$ cat src/rtl/vga_pixel_sink.sv
// VGA raster generator and pixel sink: requests pixels from the colour-filter stage,
// registers the returned 10-bit RGB as 8-bit DAC colour and drives aligned sync/blank pins.
module vga_pixel_sink #(
    parameter int H_SYNC  = 96,
    parameter int H_BACK  = 48,
    parameter int H_ACT   = 640,
    parameter int H_FRONT = 16,
    parameter int V_SYNC  = 2,
    parameter int V_BACK  = 33,
    parameter int V_ACT   = 480,
    parameter int V_FRONT = 10
) (
    input  logic        iCLK,
    input  logic        iRST_N,
    input  logic [9:0]  iRed,
    input  logic [9:0]  iGreen,
    input  logic [9:0]  iBlue,
    output logic        oRequest,
    output logic [10:0] oCurrent_X,
    output logic [10:0] oCurrent_Y,
    output logic        oFrame_start,
    output logic [7:0]  oVGA_R,
    output logic [7:0]  oVGA_G,
    output logic [7:0]  oVGA_B,
    output logic        oVGA_HS,
    output logic        oVGA_VS,
    output logic        oVGA_BLANK_N,
    output logic        oVGA_SYNC_N,
    output logic        oVGA_CLOCK
);

    localparam int H_TOT = H_SYNC + H_BACK + H_ACT + H_FRONT;
    localparam int V_TOT = V_SYNC + V_BACK + V_ACT + V_FRONT;

    localparam logic [10:0] H_LAST   = 11'(H_TOT - 1);
    localparam logic [10:0] V_LAST   = 11'(V_TOT - 1);
    localparam logic [10:0] H_SYNC_C = 11'(H_SYNC);
    localparam logic [10:0] V_SYNC_C = 11'(V_SYNC);
    localparam logic [10:0] H_BLK_C  = 11'(H_SYNC + H_BACK);
    localparam logic [10:0] V_BLK_C  = 11'(V_SYNC + V_BACK);
    localparam logic [10:0] H_END_C  = 11'(H_SYNC + H_BACK + H_ACT);
    localparam logic [10:0] V_END_C  = 11'(V_SYNC + V_BACK + V_ACT);

    logic [10:0] hCnt;
    logic [10:0] vCnt;
    logic        req;

    // The two colour LSBs are dropped on the way to the 8-bit DAC.
    logic unusedLsbs;
    assign unusedLsbs = ^{iRed[1:0], iGreen[1:0], iBlue[1:0]};

    always_ff @(posedge iCLK or negedge iRST_N) begin
        if (!iRST_N) begin
            hCnt <= '0;
            vCnt <= '0;
        end else if (hCnt == H_LAST) begin
            hCnt <= '0;
            vCnt <= (vCnt == V_LAST) ? '0 : vCnt + 11'd1;
        end else begin
            hCnt <= hCnt + 11'd1;
        end
    end

    always_comb begin
        req = (hCnt >= H_BLK_C) && (hCnt < H_END_C) &&
              (vCnt >= V_BLK_C) && (vCnt < V_END_C);
    end

    assign oRequest     = req;
    assign oCurrent_X   = req ? hCnt - H_BLK_C : '0;
    assign oCurrent_Y   = req ? vCnt - V_BLK_C : '0;
    assign oFrame_start = (hCnt == '0) && (vCnt == '0);

    // Sync, blank and colour all register from the same counter state so they stay aligned.
    always_ff @(posedge iCLK or negedge iRST_N) begin
        if (!iRST_N) begin
            oVGA_R       <= 8'h00;
            oVGA_G       <= 8'h00;
            oVGA_B       <= 8'h00;
            oVGA_BLANK_N <= 1'b0;
            oVGA_HS      <= 1'b1;
            oVGA_VS      <= 1'b1;
        end else begin
            oVGA_R       <= req ? iRed[9:2]   : 8'h00;
            oVGA_G       <= req ? iGreen[9:2] : 8'h00;
            oVGA_B       <= req ? iBlue[9:2]  : 8'h00;
            oVGA_BLANK_N <= req;
            oVGA_HS      <= ~(hCnt < H_SYNC_C);
            oVGA_VS      <= ~(vCnt < V_SYNC_C);
        end
    end

    assign oVGA_SYNC_N = 1'b0;
    assign oVGA_CLOCK  = ~iCLK;

endmodule

$ cat config.mk
export PLATFORM = sky130hd
export DESIGN_NAME = vga_pixel_sink
export DESIGN_NICKNAME = d
export VERILOG_FILES = /design/src/rtl/vga_pixel_sink.sv
export SDC_FILE = /design/constraint.sdc
export NUM_CORES = 1
export LEC_CHECK = 0
export BUFFER_PORTS_ARGS = -buffer_cell sky130_fd_sc_hd__buf_4
export CAP_MARGIN = 25
export CORE_MARGIN = 3
export CORE_UTILIZATION = 41
export CTS_BUF_LIST = sky130_fd_sc_hd__clkbuf_8
export CTS_CLUSTER_SIZE = 30
export DETAILED_ROUTE_END_ITERATION = 10
export PLACE_DENSITY = 0.66
export SLEW_MARGIN = 10
export SYNTH_ARGS = -nofsm -noshare
export SYNTH_HDL_FRONTEND = slang
export SYNTH_SLANG_ARGS = --single-unit
export TNS_END_PERCENT = 50
$ cat constraint.sdc
create_clock -name iCLK -period 3.8 [get_ports iCLK]
set_clock_uncertainty 0.1 [all_clocks]
set_input_delay 0.76 -clock iCLK [delete_from_list [all_inputs] [get_ports iCLK]]
set_output_delay 0.76 -clock iCLK [all_outputs]
set_load 0.005 [all_outputs]
==> flow_summary.yaml <==
global_routing:
  overflow: 0
  grt_pass1_vias: 2043
  grt_max_degree: 50
  grt_pass1_wl_um: 10200
  grtUsageTotal_pct: 16.8
  antenna_found_initial: 0
yosys:
  synth_cell_types: 44
  syn_inst: 263
  yosys_warnings: 0
  synth_top_cell_area_share_pct: 43.1
  async_flop_share_pct: 100
  synth_area_leader_cell: "dfrtp_1"
  ys_seq_area_share_pct: 45.0
  synth.avg_cell_area_um2: 10.4
  synth-edff-count: 0
  synth_area_um2: 2730
  synth-seq-cells: 49
  synthTopCellsByArea: "dfrtp_1, nor3b_2, xnor2_1, ha_1, nor3_2"
  syn-num-nets: 303
  synth_flop_cell: "dfrtp_1"
timing:
  finalHoldViolCount: 0
  setup-violations-final: 0
  fin_ws_ns: 0.169
  finalMaxSlewViolations: 0
  period_needed_ns: 3.63
  fin_crit_sh_pct: 95.6
  rsz0062_at_grt: "false"
  relSlewSlack_pct: 48.0
  worstMarginPinSlew_ns: 0.770
  tns_ns: 0
  fmax_mhz: 275
  worst_hold_slack_ns: 0.364
floorplan:
  rows: 29
  ios: 85
  initial_utilization_pct: 42.8
  die-area_um2: 7670
  die_h_um: 87.6
  core_area_um2: 6390
  die_w_um: 87.6
routing:
  vias: 2144
  wire_per_inst_um: 15.6
  firstDrtPassIters: 4
  first_iter_violations: 139
  remaining_drc_errors: 0
  wl_um: 6370
  viasPerCell: 5.24
  ant_nets: 0
place:
  place.port_buffers: 77
  post-dp-hpwl_um: 4630
  place_inst: 400
  gp_congestion: 0.815
  pre_cts_slack_ns: 0.495
pwr:
  ir_drop_uv: 213
  p_per_area_nw_per_um2: 275
  leakage_nw: 1.62
clocking:
  post_cts_buffers: 0
  cts_made_buffers: 5
  cts_tree: "done"
  cts_resized: 0
  clock-root-buffer: "clkbuf_8"
  clk_transition_reported_paths_ns: 0.09
  clockBufferDepth: 2
  clk_latency_ns: 0.30
  cts_hold_buffers: 0
  cts_max_level: 2
worst_setup_path:
  cp_data_arrival_time_ns: 2.77
  critPathCaptureType: "output port"
  critPathLaunchType: "register"
  reg2reg_depth: 5
  required_ns: 2.94
  r2r_slack_ns: 1.05
  worstSetupPathType: "register to output port"
  path_max_fanout: 29
finish:
  nFillCells: 571
  syn2layout_area_growth_pct: 26.2
  n_antenna_cell: 0
  drive_gt1_share_pct: 38.3
  final_cells: 409
  nets: 371
outcome:
  outcome: "finished, final reports clean"
min_path:
  worstHoldPathType: "input port to async pin"
run:
  drv_cap: 0
==> kinds of logic after synthesis <==
group,after synthesis,synth area share (%)
simple gates,126,31.9
flops,49,45.0
buf+inv,33,6.14
compound gates,22,5.27
xor+xnor,22,7.06
fa+ha+maj,8,3.67
mux,2,0.779
other cells,1,0.137
==> power breakdown <==
group          internal, mW  total (mW)  leakage [nW]  switching (mW)
registers             0.521       0.521         0.663               0
logic                0.0203      0.0333         0.888          0.0130
clock network         0.208       0.392        0.0657           0.184
==> registers in the layout, indices dropped and copies added, names as in the netlist <==
signal and flops:
oVGA_G 8, oVGA_HS 1, vCnt 11, oVGA_B 8
oVGA_BLANK_N 1, hCnt 11, oVGA_R 8, oVGA_VS 1
==> area by class of cell <==
class                   instances  area, um^2  share of cell area (%)
multi-input cells             181        1340                    38.7
repair buffers                 84         634                    18.4
clock buffers                   6        76.3                    2.21
clock inverters                 4        45.0                    1.31
well taps                      77        96.3                    2.80
flip-flops and latches         49        1230                    35.7
inverters                       8        30.0                   0.871
==> synthesized netlist by cell type (6+ instances only) <==
library cell and n:
nor3b_1 7, nand3_1 9, nor3b_2 20, ha_1 8, inv_1 9, dfrtp_1 47
xnor2_1 15, xor2_1 7, nor3_2 8, o21ai_0 8, clkbuf_1 10, buf_2 8
or3_1 6, nand4_1 7, nor3_1 14, nor2_1 15, nand2_1 18
==> final timing paths <==
kind	end	from
min	oVGA_R[2]$_DFF_PN0_	iRST_N
min in group iCLK	hCnt[2]$_DFF_PN0_	hCnt[2]$_DFF_PN0_
max in group asynchronous	hCnt[4]$_DFF_PN0_	iRST_N
max reg2reg	oVGA_B[6]$_DFF_PN0_	vCnt[0]$_DFFE_PN0N_
min reg2reg	hCnt[2]$_DFF_PN0_	hCnt[2]$_DFF_PN0_
max	oCurrent_X[7]	vCnt[0]$_DFFE_PN0N_
==> metal layers <==
metal  vias up  GRT usage (%)  share of wire, %
met5         -              0                 0
met4         0           5.02               1.1
met3         6           3.39               9.2
met2        99           26.0                43
met1       999           24.0                47
li1       1040              -                 -
==> placed cells by master (no fill, tap or decap), types with 2 or more instances in the layout <==
cell / instances
o21ai_0: 8
nand3_1: 9
nand4_1: 7
dfstp_2: 2
clkbuf_8: 5
nor4_1: 3
inv_1: 10
buf_4: 84
nor3b_1: 7
nor2b_1: 3
nor3_1: 14
nor3_2: 8
a21oi_1: 5
o31ai_1: 2
o41ai_1: 2
and2_1: 3
or3_1: 6
nand2_1: 18
ha_1: 8
xnor2_1: 15
and3_1: 4
or4_1: 2
nor3b_2: 20
dfrtp_1: 47
xor2_1: 7
nor2_1: 15
==> worst max-delay path, cell delays in order, from the launching register on <==
cell and delay [ns]:
dfrtp_1 0.46, a2111o_1 0.52, or3_1 0.33, a221o_2 0.66, nor3_1 0.32, buf_4 0.16
==> metrics by stage <==
| stage | total power, mW | util [%] | instance area [um^2] |
|---|---|---|---|
| after CTS | 0.960 | 53.8 | 3430 |
| final | 0.947 | 54.0 | 3450 |
| after floorplan | 0.543 | - | 2730 |
| after global routing | 0.987 | 54.0 | 3450 |
| after detailed placement | 0.587 | 52.1 | 3320 |
| after global placement | 0.587 | 52.1 | 3320 |
Note: power is estimated with default switching activity, not from simulation.
